===== src/rtl/chip_boot_sequencer.sv =====
`default_nettype none
// +----------------------------------------------------------------------------+
// | Module      : chip_boot_sequencer                                          |
// | Description : Boot/run sequencer for N_CHAN chip instances run side by     |
// |               side. Holds the chips in reset, optionally waits for an SPI  |
// |               preload, raises fetch-enable after a programmable delay,     |
// |               then captures each chip's EOC/pass result. It flags pass     |
// |               disagreement between chips and enforces a run timeout.       |
// | Ports       : clk, rst (sync, active-high)                                 |
// |               start_i / abort_i       sequence control pulses              |
// |               chan_en_i               channels taking part (sampled on     |
// |                                       an accepted start)                   |
// |               load_done_i             SPI preload finished (level)         |
// |               eoc_i / pass_i          per-chip end-of-computation / pass   |
// |               chip_rst_n_o/fetch_en_o per-chip pad drives                  |
// |               busy_o, chan_done_o, chan_pass_o, mismatch_o, timeout_o,     |
// |               cycles_o                status                               |
// | Revision    : 1.0  initial release                                         |
// +----------------------------------------------------------------------------+
module chip_boot_sequencer #(
  parameter int N_CHAN     = 2,
  parameter int RST_CYCLES = 16,
  parameter int FE_DELAY   = 4,
  parameter int PRELOAD    = 1,
  parameter int TIMEOUT    = 100000,
  parameter int CNT_W      = 32
) (
  input  logic              clk,
  input  logic              rst,
  input  logic              start_i,
  input  logic              abort_i,
  input  logic [N_CHAN-1:0] chan_en_i,
  input  logic              load_done_i,
  input  logic [N_CHAN-1:0] eoc_i,
  input  logic [N_CHAN-1:0] pass_i,
  output logic [N_CHAN-1:0] chip_rst_n_o,
  output logic [N_CHAN-1:0] fetch_en_o,
  output logic              busy_o,
  output logic [N_CHAN-1:0] chan_done_o,
  output logic [N_CHAN-1:0] chan_pass_o,
  output logic              mismatch_o,
  output logic              timeout_o,
  output logic [CNT_W-1:0]  cycles_o
);

  typedef enum logic [2:0] {
    S_IDLE  = 3'd0,
    S_RESET = 3'd1,
    S_LOAD  = 3'd2,
    S_DELAY = 3'd3,
    S_RUN   = 3'd4,
    S_DONE  = 3'd5
  } state_t;

  localparam int               PH_W        = 32;
  // A zero reset length still needs one cycle of reset on the pads.
  localparam int               RST_LEN     = (RST_CYCLES < 1) ? 1 : RST_CYCLES;
  localparam logic [PH_W-1:0]  c_rst_last  = PH_W'(RST_LEN - 1);
  localparam logic [PH_W-1:0]  c_fe_last   = (FE_DELAY < 1) ? '0 : PH_W'(FE_DELAY - 1);
  localparam logic [CNT_W-1:0] c_to_last   = (TIMEOUT < 1) ? '0 : CNT_W'(TIMEOUT - 1);

  state_t              state_q, state_d;
  logic [PH_W-1:0]     phase_q, phase_d;
  logic [N_CHAN-1:0]   en_q, en_d;
  logic [N_CHAN-1:0]   done_q, done_d;
  logic [N_CHAN-1:0]   pass_q, pass_d;
  logic                timeout_q, timeout_d;
  logic                mismatch_q, mismatch_d;
  logic [CNT_W-1:0]    cycles_q, cycles_d;
  logic [N_CHAN-1:0]   chip_rst_n_q, chip_rst_n_d;
  logic [N_CHAN-1:0]   fetch_en_q, fetch_en_d;
  logic                busy_q, busy_d;

  logic                w_start_ok;
  logic [N_CHAN-1:0]   w_new_cap;
  state_t              w_after_load;
  state_t              w_after_rst;

  assign w_start_ok = start_i && (chan_en_i != '0);
  // Only the first EOC of an enabled channel is captured.
  assign w_new_cap  = en_q & eoc_i & ~done_q;

  always_comb begin
    w_after_load = (FE_DELAY > 0) ? S_DELAY : S_RUN;
    w_after_rst  = (PRELOAD != 0) ? S_LOAD : w_after_load;

    state_d    = state_q;
    phase_d    = phase_q;
    en_d       = en_q;
    done_d     = done_q;
    pass_d     = pass_q;
    timeout_d  = timeout_q;
    mismatch_d = mismatch_q;
    cycles_d   = cycles_q;

    case (state_q)
      S_IDLE, S_DONE: begin
        if (w_start_ok) begin
          state_d    = S_RESET;
          phase_d    = '0;
          en_d       = chan_en_i;
          done_d     = '0;
          pass_d     = '0;
          timeout_d  = 1'b0;
          mismatch_d = 1'b0;
          cycles_d   = '0;
        end
      end
      S_RESET: begin
        if (phase_q == c_rst_last) begin
          phase_d = '0;
          state_d = w_after_rst;
        end else begin
          phase_d = phase_q + 1'b1;
        end
      end
      S_LOAD: begin
        if (load_done_i) begin
          phase_d = '0;
          state_d = w_after_load;
        end
      end
      S_DELAY: begin
        if (phase_q == c_fe_last) begin
          phase_d = '0;
          state_d = S_RUN;
        end else begin
          phase_d = phase_q + 1'b1;
        end
      end
      S_RUN: begin
        cycles_d = cycles_q + 1'b1;
        done_d   = done_q | w_new_cap;
        pass_d   = (pass_q & ~w_new_cap) | (pass_i & w_new_cap);
        // Captures on this cycle count before the timeout is judged.
        if ((done_d & en_q) == en_q) begin
          state_d   = S_DONE;
          timeout_d = 1'b0;
        end else if (cycles_d >= c_to_last) begin
          state_d   = S_DONE;
          timeout_d = 1'b1;
        end
        if (state_d == S_DONE) begin
          mismatch_d = (|(done_d & en_q & pass_d)) && (|(done_d & en_q & ~pass_d));
        end
      end
      default: begin
        state_d = S_IDLE;
        phase_d = '0;
      end
    endcase

    // Abort overrides everything and leaves the status untouched.
    if (abort_i) begin
      state_d    = S_IDLE;
      phase_d    = '0;
      en_d       = en_q;
      done_d     = done_q;
      pass_d     = pass_q;
      timeout_d  = timeout_q;
      mismatch_d = mismatch_q;
      cycles_d   = cycles_q;
    end

    // Pad drives and busy follow the state being entered so they are registered.
    chip_rst_n_d = (state_d inside {S_LOAD, S_DELAY, S_RUN, S_DONE}) ? en_d : '0;
    fetch_en_d   = (state_d == S_RUN) ? en_d : '0;
    busy_d       = state_d inside {S_RESET, S_LOAD, S_DELAY, S_RUN};
  end

  always_ff @(posedge clk) begin
    if (rst) begin
      state_q      <= S_IDLE;
      phase_q      <= '0;
      en_q         <= '0;
      done_q       <= '0;
      pass_q       <= '0;
      timeout_q    <= 1'b0;
      mismatch_q   <= 1'b0;
      cycles_q     <= '0;
      chip_rst_n_q <= '0;
      fetch_en_q   <= '0;
      busy_q       <= 1'b0;
    end else begin
      state_q      <= state_d;
      phase_q      <= phase_d;
      en_q         <= en_d;
      done_q       <= done_d;
      pass_q       <= pass_d;
      timeout_q    <= timeout_d;
      mismatch_q   <= mismatch_d;
      cycles_q     <= cycles_d;
      chip_rst_n_q <= chip_rst_n_d;
      fetch_en_q   <= fetch_en_d;
      busy_q       <= busy_d;
    end
  end

  assign chip_rst_n_o = chip_rst_n_q;
  assign fetch_en_o   = fetch_en_q;
  assign busy_o       = busy_q;
  assign chan_done_o  = done_q;
  assign chan_pass_o  = pass_q;
  assign mismatch_o   = mismatch_q;
  assign timeout_o    = timeout_q;
  assign cycles_o     = cycles_q;

endmodule
`default_nettype wire


===== config.mk =====
export PLATFORM = sky130hd
export DESIGN_NAME = chip_boot_sequencer
export DESIGN_NICKNAME = d
export VERILOG_FILES = /design/src/rtl/chip_boot_sequencer.sv
export SDC_FILE = /design/constraint.sdc
export NUM_CORES = 1
export LEC_CHECK = 0
export CAP_MARGIN = 20
export CELL_PAD_IN_SITES_DETAIL_PLACEMENT = 0
export CELL_PAD_IN_SITES_GLOBAL_PLACEMENT = 1
export CORE_ASPECT_RATIO = 0.9
export CORE_MARGIN = 2
export CORE_UTILIZATION = 42
export CTS_CLUSTER_DIAMETER = 40
export DETAILED_ROUTE_END_ITERATION = 12
export PLACE_DENSITY = 0.9
export SLEW_MARGIN = 20
export SYNTH_ARGS = -nofsm -noshare
export SYNTH_HDL_FRONTEND = slang
export SYNTH_SLANG_ARGS = --single-unit

===== constraint.sdc =====
create_clock -name clk -period 3.1 [get_ports clk]
set_input_delay 0.62 -clock clk [delete_from_list [all_inputs] [get_ports clk]]
set_output_delay 0.62 -clock clk [all_outputs]
set_load 0.005 [all_outputs]

After elaboration in Yosys (flattened, before gate mapping)
Index checks and enable logic that the tools add are counted.
Widths: inputs -> output; s select.
{"block": "word_totals", "reg_bits": 80, "in_bits": 11, "output_inout_bits": 43, "word_cells": 92}
{"block": "op_classes", "addsub": 2, "order_cmp": 1, "n_eq_ne": 18, "muxes": 27, "n_bitwise": 16, "reduce_logical": 17}
{"op": "$pmux 32 s5", "n": 1}
{"op": "$mux 32", "n": 4}
{"op": "$add 32x1->32 const B", "n": 2}
{"op": "$pmux 32 s2", "n": 1}
{"op": "$eq 32x2->1 const B", "n": 1}
{"op": "$eq 32x4->1 const B", "n": 1}
{"op": "$ge 32x17->1 const B", "n": 1}
{"op": "$mux 3", "n": 8}
{"op": "$eq 3x3->1 const B", "n": 5}
{"op": "$pmux 3 s5", "n": 1}
{"op": "$and 2x2->2", "n": 7}
{"op": "$eq 3x2->1 const B", "n": 4}
{"op": "$reduce_or 2->1", "n": 6}
{"op": "$mux 2", "n": 4}
{"op": "$pmux 2 s2", "n": 2}
{"op": "$reduce_and 4->1", "n": 2}
{"op": "$reduce_bool 4->1", "n": 2}
{"op": "$eq 3x1->1 const B", "n": 2}
{"op": "$ne 2x2->1 const B", "n": 3}
{"op": "$not 2->2", "n": 3}
{"op": "$reduce_and 3->1", "n": 2}
{"op": "$mux 1", "n": 4}
{"op": "$not 1->1", "n": 4}
{"op": "$or 2x2->2", "n": 2}
{"op": "other kinds (6)", "n": 9}

Logic depth before layout (Yosys ltp)
{"block": "depth", "word_depth": 13, "mapped_depth": 10, "ltp_nobuf": 10}

Worst setup path before layout
Ideal clock, no wire load.
{"block": "synth_timing", "path_kind": "register to register", "from": "register cycles_q[0], in the netlist cycles_o[0]", "to": "register busy_q, in the netlist busy_o", "setup_time_ns": 0.121, "t_arrival_ns": 2.667, "required_time_ns": 2.979, "slack_ns": 0.313, "stages_incl_launch_ff": 11, "path_buffers": 1, "period_less_slack_ns": 2.787, "path_cell_list": "dfxtp_1 ha_1 nand3_1 nor4_2 clkbuf_1 nand2_1 xor2_1 o211ai_1 a2111oi_4 o21ai_0 mux2_2"}
{"block": "synth_between", "elab_chain_cells": 9, "elab_cells_between_ends": 12, "classes_between": "add/sub: 1; order compare: 1; eq/ne: 4; mux: 5; reduce/logical: 1"}
{"element": "from (decl)", "line": "69", "rtl": "logic [CNT_W-1:0] cycles_q, cycles_d;"}
{"element": "from (signal assigned)", "line": "192", "rtl": "cycles_q <= cycles_d;"}
{"element": "$add 32x1->32 *", "line": "132", "rtl": "cycles_d = cycles_q + 1'b1;"}
{"element": "$ge 32x17->1 *", "line": "139", "rtl": "end else if (cycles_d >= c_to_last) begin"}
{"element": "$mux 3 *", "line": "139"}
{"element": "$mux 3 *", "line": "136", "rtl": "if ((done_d & en_q) == en_q) begin"}
{"element": "$mux 3 *", "line": "96", "rtl": "case (state_q)"}
{"element": "$pmux 3 s5 *", "line": "96"}
{"element": "$mux 3 *", "line": "154", "rtl": "if (abort_i) begin"}
{"element": "$eq 3x1->1 (tied with other cells)", "line": "168", "rtl": "busy_d = state_d inside {S_RESET, S_LOAD, S_DELAY, S_RUN};"}
{"element": "$reduce_bool 4->1 *", "line": "168"}
{"element": "to (signal assigned)", "line": "195", "rtl": "busy_q <= busy_d;"}
{"element": "to (decl)", "line": "72", "rtl": "logic busy_q, busy_d;"}
Mark *: on every way between the ends. The rest lies on a longest branch, timed or not. The select of a mux whose other input is x is not followed.
A chain may end at the register's enable or synchronous reset.

Worst setup path after layout
{"block": "layout_timing", "from": "register cycles_q[1], in the netlist cycles_o[1]", "to": "register busy_q, in the netlist busy_o"}
The elaborated chain is that of the path after synthesis.

==> results.md <==
Cells and area:
- For this run, the post-layout net count is 664.
- The combined area of the multi-input logic cells is 0.00275 mm².
- The fraction of layout instances using a drive strength above 1 is 12.4%.
- Registers take 0.00160 mm².
- From synthesis to final layout, the design area changed by 26.7%.
- The number of antenna diodes is 0.
- The final standard cell utilization of the core is 55.4%.
- The filler cells instantiated in the layout total 983.

Floorplanning:
- The effective utilization at floorplan is 43.7%.
- The floorplan step set the die height to 103 µm.
- The die boundary width is 114 µm.
- The count of pins on the block boundary is 54.
- The die covers 0.0116 mm².
- The floorplan has 35 rows.
- The core footprint is 0.0104 mm².

Place:
- Port buffering added 53 buffers.
- The weighted congestion reported at the end of routability-driven placement is 0.874.
- The wire-length estimate of the detail-placed layout is 8400 µm.

Critical path:
- Traced cell by cell, the critical path runs through ha_1 -> nand3_1 -> buf_4 -> nor3_1 -> and3_1 -> nor4_1 -> a31oi_1 -> a2111oi_4 -> buf_4 -> o21ai_0 -> mux2_2.
- The required time reported for the critical path endpoint is 3.33 ns.
- The worst setup path is of the reg2reg kind.
- The critical path launch point type is a register.
- The first element of the critical path is cycles_o[1].
- The worst register-to-register path ends at busy_o.
- The worst stage delay on the critical path is 0.36 ns.
- The worst-case reg-to-reg path depth is 11.
- Of all nets on the critical path, the largest fanout is 7.
- The cell repeated most along the worst path is sky130_fd_sc_hd__buf_4.
- Data arrives at the worst endpoint at 3.13 ns.
- The critical-path cell with the highest stage delay is sky130_fd_sc_hd__nor3_1.
- The worst register-to-register path begins at cycles_o[1].
- STA classifies the critical path endpoint as a register.
- The register-to-register path setup slack is 0.20 ns.

Timing:
- Setup repair after global routing left no endpoint under its margin.
- Of the available clock period, the critical path in the final layout requires 93.5%.
- The smallest clock period supported by the final layout is computed as 2.90 ns.
- The hold violation total from the final report is 0.
- The top achievable clock speed is 0.345 GHz.
- Across the routed clock network, the largest skew measured is 0.00778 ns.
- The slew at the pin closest to its max-slew limit is 0.445 ns.
- For the final routed database, the setup TNS stands at 0 ns.
- The worst slew slack as a fraction of its limit is 70.1%.
- The count of pins over their slew limit is 0.
- The total setup violations reported at the end of the flow is 0.

Yosys:
- Summing the areas of all compound-gate instances in the mapped netlist gives 19.0% of the synthesized area.
- For this run, the register share of the synthesized area comes to 35.3%.
- In this run the cell area of the synthesized design comes to 0.00454 mm².
- Yosys mapped the design onto 72 distinct sky130hd cell types.
- The adder-cell share of the synthesized area is 0.828%.
- In the synthesized netlist the async set-or-reset flop fraction comes to 0%.
- The largest family of logic cells by synthesized area is simple AND/OR/NAND/NOR gates.
- The net count after synthesis is 596.
- The gate count after technology mapping is 582.
- The average instance in the mapped netlist occupies 7.79 µm².
- The synthesized netlist devotes 7.31% of its cell area to XOR and XNOR gates.
- The warning count from the yosys run is 0.
- The most used flip-flop cell after synthesis is sky130_fd_sc_hd__dfxtp_1.
- The portion of synthesized area spent on multiplexers is 1.82%.
- The number of synthesized flops with an enable pin is 0.
- Summing the areas of all and, or, nand and nor instances in the mapped netlist gives 31.3% of the synthesized area.
- After synthesis the netlist holds a flip-flop and latch count of 80.

GRT:
- For this run the aggregate overflow at the end of global routing stands at 0.
- The met3 track utilization from global routing is 4.35%.
- In the global route stage, overall resource usage came out at 21.0%.
- In the global route stage, met2 resource usage came out at 32.7%.
- The number of antenna violations at the first check in global routing is 0.
- The maximum number of pins on one net before global-route repair is 32.
- The fraction of met1 tracks used by global routing is 29.4%.
- The most utilized layer in the global route result is met2.
- The number of global-route vias before repair is 4033.
- The global-route wire length before repair is 19700 µm.

Clock network:
- The clock-pin slew on the worst setup and hold paths is 0.07 ns.
- The TritonCTS clock tree is yes.
- The insertion delay to the later sink of the worst-skew pair is 0.34 ns.
- The number of sinks handled by clock tree synthesis is 80.
- Clock tree synthesis inserted a total of 9 buffers.
- The root buffer cell is sky130_fd_sc_hd__clkbuf_16.
- The CTS H-tree depth is 3.
- The number of hold buffers added after CTS is 0.
- The deepest clock path buffer count is 2.

Min path:
- For hold timing, the worst endpoint is mismatch_o.
- The cell depth of the worst min-delay path is 2.
- The path category of the worst min-delay check is reg2reg.
- The startpoint of the most critical hold path is mismatch_o.

Job:
- The tool flagged a number of max-cap violations equal to 0.

Pwr:
- Summed over all cells, the static leakage comes to 1.96 nW.
- The maximum resistive drop on vdd is 0.280 mV.
- The power density over the cells is 402 mW/mm².

Detailed routing:
- The sum of routed wire length over all layers is 12200 µm.
- The detailed router finished its first iteration with 383 violations.
- In the routed layout, each cell is associated on average with a via count of 5.84.
- The DRC violations left is 0.
- The average wire per standard cell is 15.5 µm.
- The total number of vias is 4578.
- The detailed-routing iteration count for the pre-antenna-repair pass is 5.
- The remaining antenna violation count is 0.

Outcome:
- The run finished with clean final reports.
## worst max-delay path by stage
stage                  endpoint  depth (start not counted)
floorplan                busy_o                         10
global placement    phase_q[30]                          8
detailed placement  phase_q[30]                          8
CTS                      busy_o                          8
global route             busy_o                         10
finish                   busy_o                         11
## final cells by class
| cell class | instances | area share (%) |
|---|---|---|
| multi-input combinational | 454 | 47.8 |
| sequential | 80 | 27.9 |
| timing repair buffer | 96 | 15.2 |
| clock buffer | 9 | 3.92 |
| tap | 129 | 2.81 |
| clock inverter | 7 | 1.78 |
| inverter | 9 | 0.588 |
## power by group
group	internal [W]	total (W)	switching [W]
registers	0.00103	0.00103	0.00000301
clock network	0.000716	0.00118	0.000465
logic	0.0000409	0.0000988	0.0000578
total	0.00179	0.00231	0.000526
## layout by cell type (no fill, tap or decap), types with 4 or more instances in the layout
cell / synthesis / final
sky130_fd_sc_hd__and4_1: 5 / 5
sky130_fd_sc_hd__a311oi_1: 11 / 11
sky130_fd_sc_hd__or3_1: 8 / 8
sky130_fd_sc_hd__nor3_1: 21 / 20
sky130_fd_sc_hd__a31oi_1: 11 / 11
sky130_fd_sc_hd__xor2_1: 24 / 24
sky130_fd_sc_hd__a21oi_1: 41 / 41
sky130_fd_sc_hd__clkbuf_16: 0 / 9
sky130_fd_sc_hd__clkdlybuf4s50_1: 0 / 52
sky130_fd_sc_hd__buf_4: 2 / 41
sky130_fd_sc_hd__nand4_1: 25 / 25
sky130_fd_sc_hd__o211ai_1: 6 / 6
sky130_fd_sc_hd__nand2_1: 43 / 43
sky130_fd_sc_hd__nor4_1: 12 / 12
sky130_fd_sc_hd__inv_1: 9 / 9
sky130_fd_sc_hd__xnor2_1: 12 / 12
sky130_fd_sc_hd__nor2_1: 91 / 90
sky130_fd_sc_hd__a211oi_1: 4 / 4
sky130_fd_sc_hd__nand3_1: 24 / 24
sky130_fd_sc_hd__mux2i_1: 6 / 6
sky130_fd_sc_hd__dfxtp_1: 80 / 80
sky130_fd_sc_hd__o21ai_0: 28 / 28
sky130_fd_sc_hd__and3_1: 10 / 10
## timing repair
item	4_1_cts	5_1_grt
buffers inserted	0	1
gates resized for setup	0	2
endpoints found under the setup margin	0	4
endpoints found under the hold margin	0	0
## kinds of logic after synthesis
family / Yosys count
XOR/XNOR: 37
multiplexers: 8
AND/OR/NAND/NOR: 274
adder cells (fa/ha/maj): 3
AO/OA/AOI/OAI: 132
flip-flops: 80
buffers and inverters: 48
## state kept, by name (all words and copies together) (netlist names)
signal,cells
busy_o,1
chan_done_o,2
chan_pass_o,2
chip_rst_n_o,2
cycles_o,32
en_q,2
fetch_en_o,2
mismatch_o,1
phase_q,32
state_q,3
timeout_o,1
## per-layer routing
layer  vias up  wire length [µm]
met1      2164              6000
met5         -                 0
li1       2271                 -
met4         0               142
met3        13               632
met2       130              5390
## through the flow
stage / setup WS, ns / cell area, µm² / instances / hold WS (ns) / power (W)
2_1_floorplan: 0.313 / 4540 / 582 / 0.470 / 0.00111
3_3_place_gp: -0.0121 / 5400 / 767 / 0.481 / 0.00115
3_5_place_dp: -0.0525 / 5400 / 767 / 0.477 / 0.00115
4_1_cts: 0.230 / 5730 / 783 / 0.487 / 0.00233
5_1_grt: 0.0249 / 5750 / 784 / 0.515 / 0.00238
6_report: 0.202 / 5750 / 784 / 0.490 / 0.00231
## cell usage after synthesis, drive strengths merged, types with 3 or more instances
library cell | number | area, µm²
a211oi | 4 | 30.0
a311oi | 11 | 96.3
or3 | 8 | 50.1
dfxtp | 80 | 1600
o211ai | 6 | 45.0
nand4 | 25 | 156
nor3 | 22 | 115
buf | 7 | 45.0
a22oi | 3 | 22.5
nor2 | 91 | 342
o22ai | 3 | 18.8
xnor2 | 12 | 105
and4 | 5 | 43.8
a41oi | 3 | 26.3
ha | 3 | 37.5
nand2 | 43 | 161
a31oi | 11 | 68.8
a32oi | 3 | 26.3
or4 | 4 | 35.0
nand4b | 3 | 26.3
mux2i | 6 | 60.1
nand3 | 25 | 130
or2 | 3 | 18.8
clkbuf | 32 | 121
o21ai | 28 | 140
nor2b | 3 | 18.8
and2 | 3 | 18.8
inv | 9 | 33.8
xor2 | 25 | 226
and3 | 10 | 62.6
nor4 | 16 | 134
a21oi | 41 | 205
## worst max-delay path: cells and delay by family, from the launching register on
family,cells,cell delay [ns]
mux,1,0.35
fa+ha+maj,1,0.24
simple gates,4,0.93
flops,1,0.34
compound gates,3,0.54
buf+inv,2,0.39
(Power assumes the default switching activity.)
